$ cat src/rtl/rob_pkg.sv
// Shared reorder-buffer types: depth, tag type and age helper.
// Dispatch and the reservation stations import the same rob_tag_t.
package rob_pkg;

    localparam int unsigned ROB_DEPTH = 64;
    localparam int unsigned ROB_IDX_W = $clog2(ROB_DEPTH);
    localparam int unsigned ROB_CNT_W = ROB_IDX_W + 1;

    typedef logic [ROB_IDX_W-1:0] rob_tag_t;
    typedef logic [ROB_CNT_W-1:0] rob_cnt_t;

    // Age of a tag relative to head; modulo wrap falls out of the tag width.
    function automatic rob_tag_t rob_age(input rob_tag_t tag, input rob_tag_t head);
        return rob_tag_t'(tag - head);
    endfunction

endpackage

$ cat src/rtl/rob_alloc_ctrl.sv
// Reorder-buffer pointer/occupancy controller: allocation, completion,
// in-order retire and squash of entries younger than a mispredicted branch.
module rob_alloc_ctrl
    import rob_pkg::*;
(
    input  logic     clk,
    input  logic     reset,
    input  logic     alloc_req,
    output rob_tag_t rob_free_entry,
    output logic     rob_is_full,
    output logic     rob_is_empty,
    output rob_cnt_t rob_count,
    input  logic     complete_valid,
    input  rob_tag_t complete_tag,
    output logic     commit_valid,
    output rob_tag_t commit_tag,
    input  logic     commit_ready,
    input  logic     flush,
    input  rob_tag_t flush_tag
);

    localparam int unsigned DEPTH = ROB_DEPTH;

    rob_tag_t         head_q, head_d;
    rob_tag_t         tail_q, tail_d;
    rob_cnt_t         count_q, count_d;
    logic [DEPTH-1:0] valid_q, valid_d;
    logic [DEPTH-1:0] done_q, done_d;
    logic [DEPTH-1:0] squash;
    logic             alloc_fire;
    logic             commit_fire;
    rob_tag_t         flush_age;

    // Outputs decode registered state only.
    assign rob_free_entry = tail_q;
    assign rob_count      = count_q;
    assign rob_is_full    = (count_q == rob_cnt_t'(DEPTH));
    assign rob_is_empty   = (count_q == rob_cnt_t'(0));
    assign commit_valid   = valid_q[head_q] && done_q[head_q];
    assign commit_tag     = head_q;

    always_comb begin
        alloc_fire  = alloc_req && !rob_is_full && !flush;
        commit_fire = commit_valid && commit_ready;
        flush_age   = rob_age(flush_tag, head_q);
        squash      = '0;
        valid_d     = valid_q;
        done_d      = done_q;
        head_d      = head_q;
        tail_d      = tail_q;
        count_d     = count_q + rob_cnt_t'(alloc_fire) - rob_cnt_t'(commit_fire);

        for (int unsigned t = 0; t < DEPTH; t++) begin
            squash[t] = flush && valid_q[t]
                        && (rob_age(rob_tag_t'(t), head_q) > flush_age);
        end

        // A completion to an entry being squashed this cycle is dropped.
        if (complete_valid && valid_q[complete_tag] && !squash[complete_tag]) begin
            done_d[complete_tag] = 1'b1;
        end

        if (alloc_fire) begin
            valid_d[tail_q] = 1'b1;
            done_d[tail_q]  = 1'b0;
            tail_d          = tail_q + rob_tag_t'(1);
        end

        if (commit_fire) begin
            valid_d[head_q] = 1'b0;
            done_d[head_q]  = 1'b0;
            head_d          = head_q + rob_tag_t'(1);
        end

        // Flush keeps the branch itself and everything older.
        if (flush) begin
            tail_d  = flush_tag + rob_tag_t'(1);
            valid_d = valid_d & ~squash;
            done_d  = done_d & ~squash;
            count_d = rob_cnt_t'(flush_age) + rob_cnt_t'(1) - rob_cnt_t'(commit_fire);
        end
    end

    always_ff @(posedge clk) begin
        if (reset) begin
            head_q  <= '0;
            tail_q  <= '0;
            count_q <= '0;
            valid_q <= '0;
            done_q  <= '0;
        end else begin
            head_q  <= head_d;
            tail_q  <= tail_d;
            count_q <= count_d;
            valid_q <= valid_d;
            done_q  <= done_d;
        end
    end

endmodule

$ cat config.mk
export PLATFORM = sky130hd
export DESIGN_NAME = rob_alloc_ctrl
export DESIGN_NICKNAME = d
export VERILOG_FILES = /design/src/rtl/rob_pkg.sv /design/src/rtl/rob_alloc_ctrl.sv
export SDC_FILE = /design/constraint.sdc
export NUM_CORES = 1
export LEC_CHECK = 0
export CAP_MARGIN = 5
export CELL_PAD_IN_SITES_DETAIL_PLACEMENT = 1
export CELL_PAD_IN_SITES_GLOBAL_PLACEMENT = 1
export CORE_ASPECT_RATIO = 0.9
export CORE_MARGIN = 3
export CORE_UTILIZATION = 25
export CTS_CLUSTER_SIZE = 8
export DETAILED_ROUTE_END_ITERATION = 10
export DONT_BUFFER_PORTS = 1
export PLACE_DENSITY = 0.56
export SYNTH_ARGS = -nofsm -noshare
export SYNTH_HDL_FRONTEND = slang
export SYNTH_SLANG_ARGS = --single-unit
$ cat constraint.sdc
create_clock -name clk -period 11.4 [get_ports clk]
set_input_delay 1.71 -clock clk [delete_from_list [all_inputs] [get_ports clk]]
set_output_delay 1.71 -clock clk [all_outputs]
set_load 0.01 [all_outputs]
==> summary.txt, run 1 <==
Clocking
  • CTS H-tree depth: 4
  • Total CTS buffers: 17
  • Hold Buf Count CTS: 0
  • PostCTS Resize Cnt: 0
  • Clk buf depth: 2
  • Clock Tree Root: clkbuf_16
  • Clock Sinks: 147
  • Post-CTS Setup Inserts: 0
  • Clk slew on worst S/H paths: 0.06 ns
  • Worst-Skew Late Latency: 0.47 ns
  • CTS tree: yes

Yosys
  • Synth area leaders: dfxtp_1 (21%), ha_1 (10%), nor2_1 (6.2%), xnor2_1 (4.6%), a21oi_1 (4.4%)
  • Synth Instances: 1829
  • Post-Synth Adder-Cell Area: 13.4%
  • Synthesized area: 13800 um2
  • Post-synth top flop: dfxtp_1
  • Top cell type by total area after synthesis: dfxtp_1
  • Top-area cell type share of the netlist area: 21.3%
  • Ys async rst share: 0%
  • Post-synth EDFFs: 0
  • Post-Synth Simple-Gate Area: 24.8%
  • Register bit total from synthesis: 147
  • Combinational family with the most area after synthesis: compound AO/OA/AOI/OAI gates
  • Unique masters post-synth: 95
  • Post-synthesis mux area share: 4.41%
  • Post-synth net total: 1965
  • XOR/XNOR Fraction of Synth Area: 5.57%
  • Syn_area_per_cell: 7.56 um2
  • Most frequent cell after synthesis: nor2_1
  • Synth warn: 0
  • Top cells by count, synth: nor2_1 (228), dfxtp_1 (147), nand2_1 (142)
  • Post-synthesis sequential area ratio: 21.3%
  • Compound-Gate Fraction of Synth Area: 25.4%

Worst setup path
  • Worst EP arrival: 6.97 ns
  • R2r startpoint: commit_tag[4]
  • CP required: 11.77 ns
  • Worst flop-to-flop path endpoint: done_q[35]
  • Slowest cell on the critical path: nor4_2
  • Startpoint Class: primary input
  • Cell Chain, Critical Path: ha_1, o211a_1, o21a_1, o21ai_0, nand2_1, buf_4, inv_2, buf_4, ha_1, a21boi_0, o211a_1, o2bb2ai_1, a2111oi_1, a31oi_2, nor4_2, a21oi_1, nor3b_1
  • Worst Path Max Fanout: 62
  • Worst r2r path cells: 20
  • R2r setup slk: 4.93 ns
  • CP Buf/Inv Count: 3
  • Critical path's top delay family: compound AO/OA/AOI/OAI gates
  • Largest stage delay on the critical path: 0.85 ns
  • Crit Path Class: primary input to register
  • Crit. End Element: register

Route
  • DRC violations left: 0
  • 1st-pass router iterations: 7
  • Routed via count: 15.2k
  • Routed Wire Length: 75100 um
  • Detailed-route wire length per cell: 30.0 um
  • Antenna Violating Nets Remaining: 0
  • Vias per inst: 6.08
  • Iter 0 DRT Violations: 1459

Die
  • Total core area: 54500 um2
  • Starting Density: 25.4%
  • Row count: 81
  • IO Count: 40
  • Die ar.: 58200 um2
  • Die X: 254 um
  • Die height: 229 um

Placement
  • Dpl hpwl: 55900 um
  • Port buffer count: 0
  • Placer Congestion: 0.972

STA
  • Slew Viols, Final: 0
  • Final setup TNS: 0 ns
  • Final worst-path cycle share: 57.9%
  • Min Tclk post-route: 6.60 ns
  • Fin. Hold Viols: 0
  • Unrepaired setup endpoints after global routing: false
  • Setup violations, final: 0
  • Highest clock rate: 0.152 GHz
  • Skew final: 0.0245 ns
  • Slew @ Worst Pin: 1.11 ns
  • Rel. slew slack: 25.3%

Power and ir drop
  • Worst vdd ir: 0.000114 V
  • Internal: 1.05 mW
  • Reg power frac: 34.7%
  • Clk network pwr share: 41.4%
  • LEAKAGE: 5.36 nW
  • NetSw: 529 uW
  • Switching share of power: 33.6%
  • Overall power: 1.57 mW
  • Power Dens Cells: 103 nW/um2
  • Comb pwr share: 23.9%

Worst hold path
  • Hold endpoint: done_q[21]
  • Min-delay src: done_q[21]
  • Hold path depth: 2
  • Worst hold path class: register to register

Cells and area
  • Final nets: 1918
  • Fraction of layout cells with a size suffix above 1: 7.75%
  • Filler instances: 6567
  • P&R area growth vs syn: 10.1%
  • # diodes: 0

GRT
  • Gr usage total: 25.4%
  • Global-route wire length before repair: 108000 um
  • Grt total ovfl: 0
  • Initial antenna violation count: 1
  • Number of global-route vias before repair: 15.0k
  • Pin count of the biggest net entering global routing: 95

Job
  • # Max-Cap Violations: 0

Status
  • Status: finished, final reports clean
## sequential cells by signal (all words and copies together) (netlist names)
register / cells
done_q: 64
commit_tag: 6
valid_q: 64
rob_free_entry: 6
rob_count: 7
## worst min-delay path, cell delays in order, from the launching register on
cell and delay [ns]:
dfxtp_1 0.33, nand2_1 0.05, o21ai_0 0.06
## power groups by stage
| stage | Sequential [mW] | Clock [mW] | Combinational [mW] |
|---|---|---|---|
| 4_1_cts | 0.547 | 0.662 | 0.370 |
| 2_1_floorplan | 0.546 | 0 | 0.263 |
| 3_5_place_dp | 0.558 | 0 | 0.369 |
| 6_report | 0.547 | 0.652 | 0.377 |
| 5_1_grt | 0.548 | 0.681 | 0.407 |
| 3_3_place_gp | 0.558 | 0 | 0.361 |
## cell families after synthesis
group	count (synthesis)
compound gates	529
xor+xnor	85
fa+ha+maj	153
buf+inv	179
flops	147
mux	39
simple gates	697
## through the flow
stage / hold slack, ns / worst slack [ns] / instance area [um2] / util, % / instances
2_1_floorplan: 0.418 / 4.69 / 13800 / - / 1829
3_3_place_gp: 0.437 / 4.50 / 14600 / 26.7 / 2467
3_5_place_dp: 0.451 / 4.45 / 14600 / 26.7 / 2467
4_1_cts: 0.465 / 4.94 / 15200 / 27.9 / 2498
5_1_grt: 0.488 / 4.48 / 15200 / 27.9 / 2499
6_report: 0.459 / 4.80 / 15200 / 27.9 / 2499
## layout make-up
class / count / area, um2 / area share [%]
inverter: 80 / 300 / 1.97
tap: 705 / 882 / 5.79
clock buffer: 18 / 439 / 2.88
clock inverter: 13 / 206 / 1.36
sequential: 147 / 2950 / 19.3
timing repair buffer: 33 / 248 / 1.63
multi-input combinational: 1503 / 10200 / 67.0
## per-layer routing
metal,global-route usage (%),vias to the layer above,share of wire [%]
li1,-,6656,-
met1,34.6,7727,45
met2,38.9,660,43
met3,5.29,155,7.7
met4,10.7,0,4.4
met5,0,-,0
## how the worst max path moves through the flow
stage | start | to | slack, ns | depth (start not counted)
CTS | flush_tag[2] | done_q[34] | 4.94 | 17
finish | flush_tag[2] | done_q[35] | 4.80 | 17
floorplan | flush_tag[2] | done_q[35] | 4.69 | 19
global placement | flush_tag[2] | done_q[37] | 4.50 | 17
detailed placement | flush_tag[2] | done_q[37] | 4.45 | 17
global route | flush_tag[2] | done_q[37] | 4.48 | 17
## placed cells by master (no fill, tap or decap), types with 49 or more instances in the layout
cell type	count
ha_1	115
nand2_1	142
inv_1	73
a21oi_1	121
o21ai_0	109
dfxtp_1	145
a31oi_1	61
nor2_1	228
nand3_1	82
xnor2_1	72
nor3_1	49
(Power assumes the default switching activity.)
==> run 2: changes to the inputs <==
==> constraint.sdc (replaced) <==
create_clock -name clk -period 6.6 [get_ports clk]
set_input_delay 0.99 -clock clk [delete_from_list [all_inputs] [get_ports clk]]
set_output_delay 0.99 -clock clk [all_outputs]
set_load 0.01 [all_outputs]
==> summary.txt, run 2 (synthesis results as in run 1) <==
Worst setup path
  • CP required: 6.98 ns (was 11.77 ns)
  • Worst EP arrival: 6.31 ns (was 6.97 ns)
  • Crit. End Element: register (unchanged)
  • Startpoint Class: primary input (unchanged)
  • Crit Path Class: primary input to register (unchanged)
  • Worst Path Max Fanout: 8 (was 62)

Clocking
  • Clk buf depth: 2 (unchanged)
  • Worst-Skew Late Latency: 0.48 ns (was 0.47 ns)
  • Total CTS buffers: 17 (unchanged)
  • Clock Sinks: 147 (unchanged)
  • CTS tree: yes (unchanged)
  • CTS H-tree depth: 4 (unchanged)
  • Clk slew on worst S/H paths: 0.07 ns (was 0.06 ns)
  • Clock Tree Root: clkbuf_16 (unchanged)

STA
  • Final worst-path cycle share: 89.8%
  • Rel. slew slack: 20.6% (was 25.3%)
  • Slew @ Worst Pin: 1.19 ns (was 1.11 ns)
  • Slew Viols, Final: 0 (unchanged)
  • Final setup TNS: 0 ns (unchanged)
  • Fin. Hold Viols: 0 (unchanged)
  • Skew final: 0.0281 ns (was 0.0245 ns)
  • Min Tclk post-route: 5.93 ns
  • Unrepaired setup endpoints after global routing: false (unchanged)
  • Highest clock rate: 0.169 GHz
  • Setup violations, final: 0 (unchanged)

Route
  • DRC violations left: 0 (unchanged)
  • 1st-pass router iterations: 5 (was 7)
  • Detailed-route wire length per cell: 29.9 um (was 30.0 um)
  • Routed Wire Length: 75400 um (was 75100 um)
  • Vias per inst: 6.07 (was 6.08)
  • Routed via count: 15.3k (was 15.2k)
  • Antenna Violating Nets Remaining: 0 (unchanged)
  • Iter 0 DRT Violations: 1414 (was 1459)

Placement
  • Placer Congestion: 0.976 (was 0.972)
  • Port buffer count: 0 (unchanged)
  • Dpl hpwl: 56600 um (was 55900 um)

Cells and area
  • Register Area: 2950 um2 (unchanged)
  • P&R area growth vs syn: 10.8% (was 10.1%)
  • Commonest cells after routing, fill and taps aside: nor2_1 (228), dfxtp_1 (145), nand2_1 (142) (unchanged)
  • # diodes: 0 (unchanged)
  • Area of the multi-input gates: 10200 um2 (unchanged)
  • Final nets: 1937 (was 1918)
  • Post-layout util: 28.1% (was 27.9%)
  • Filler instances: 6602 (was 6567)
  • Fraction of layout cells with a size suffix above 1: 8.82% (was 7.75%)
  • Commonest non-fill, non-tap cell in the layout: nor2_1 (unchanged)

Job
  • # Max-Cap Violations: 0 (unchanged)

Die
  • Starting Density: 25.4% (unchanged)
  • IO Count: 40 (unchanged)
  • Total core area: 54500 um2 (unchanged)
  • Die height: 229 um (unchanged)
  • Die X: 254 um (unchanged)
  • Die ar.: 58200 um2 (unchanged)
  • Row count: 81 (unchanged)

GRT
  • Gr usage total: 25.6% (was 25.4%)
  • Number of global-route vias before repair: 15.2k (was 15.0k)
  • Initial antenna violation count: 2 (was 1)
  • Grt total ovfl: 0 (unchanged)
  • Pin count of the biggest net entering global routing: 95 (unchanged)
  • Global-route wire length before repair: 108000 um (about the same)

Worst hold path
  • Worst hold path class: register to register (unchanged)

Power and ir drop
  • LEAKAGE: 5.42 nW (was 5.36 nW)
  • Worst vdd ir: 0.000209 V (was 0.000114 V)
  • Power Dens Cells: 171 nW/um2 (was 103 nW/um2)

Status
  • Status: finished, final reports clean (unchanged)
## run 2: worst paths after layout
kind | start | end | slack, ns | cells after the start
max reg2reg | commit_tag[1] | done_q[13] | 0.68 | 18
min reg2reg | done_q[19] | done_q[19] | 0.46 | 2
max | flush_tag[0] | done_q[13] | 0.67 | 16
min | done_q[19] | done_q[19] | 0.46 | 2
## run 2: layout make-up
type / instances / area share [%]
Clock buffer: 19 / 2.95
Multi-Input combinational cell: 1503 / 66.6
Timing Repair Buffer: 52 / 2.71
Sequential cell: 147 / 19.2
Inverter: 80 / 1.98
Tap cell: 705 / 5.75
Clock inverter: 13 / 0.800
## run 2: power breakdown
part	switching, mW	internal, mW	total [mW]
Combinational	0.443	0.238	0.681
Sequential	0.0408	0.903	0.944
Clock	0.458	0.543	1.00
Total	0.942	1.68	2.63
## run 2: critical path: stages
cell and delay (ns):
inv_1 0.02, ha_1 0.22, fa_1 0.47, xnor2_1 0.37, inv_1 0.28, ha_1 0.47, and3b_1 0.23, nor4_1 0.52
nor3_1 0.16, a2111oi_0 0.54, nand4_1 0.14, a311o_1 0.41, or4_4 0.52, a211oi_4 0.56, a21oi_1 0.15, nor3b_1 0.22
## run 2: metrics by stage
step	std cells	instance area (um2)	worst slack (ns)	power [mW]	hold slack (ns)
after floorplan	1829	13800	0.188	1.40	0.418
after global placement	2479	14700	0.327	1.60	0.432
after detailed placement	2479	14700	0.224	1.62	0.451
after CTS	2511	15300	0.515	2.62	0.467
after global routing	2519	15300	0.0857	2.73	0.484
final	2519	15300	0.670	2.63	0.460
## run 2: routing by layer
metal / GRT usage, % / vias up / routed length (um)
met5: 0 / - / 0
met4: 10.5 / 0 / 3490
met3: 6.17 / 174 / 6580
met2: 39.4 / 722 / 32700
met1: 34.1 / 7687 / 32700
li1: - / 6697 / -
## run 2: timing repair
item                                    in CTS  in global routing
endpoints found under the setup margin       0                  8
hold buffers                                 0                  0
resized for setup                            0                  1
buffers inserted                             0                  8
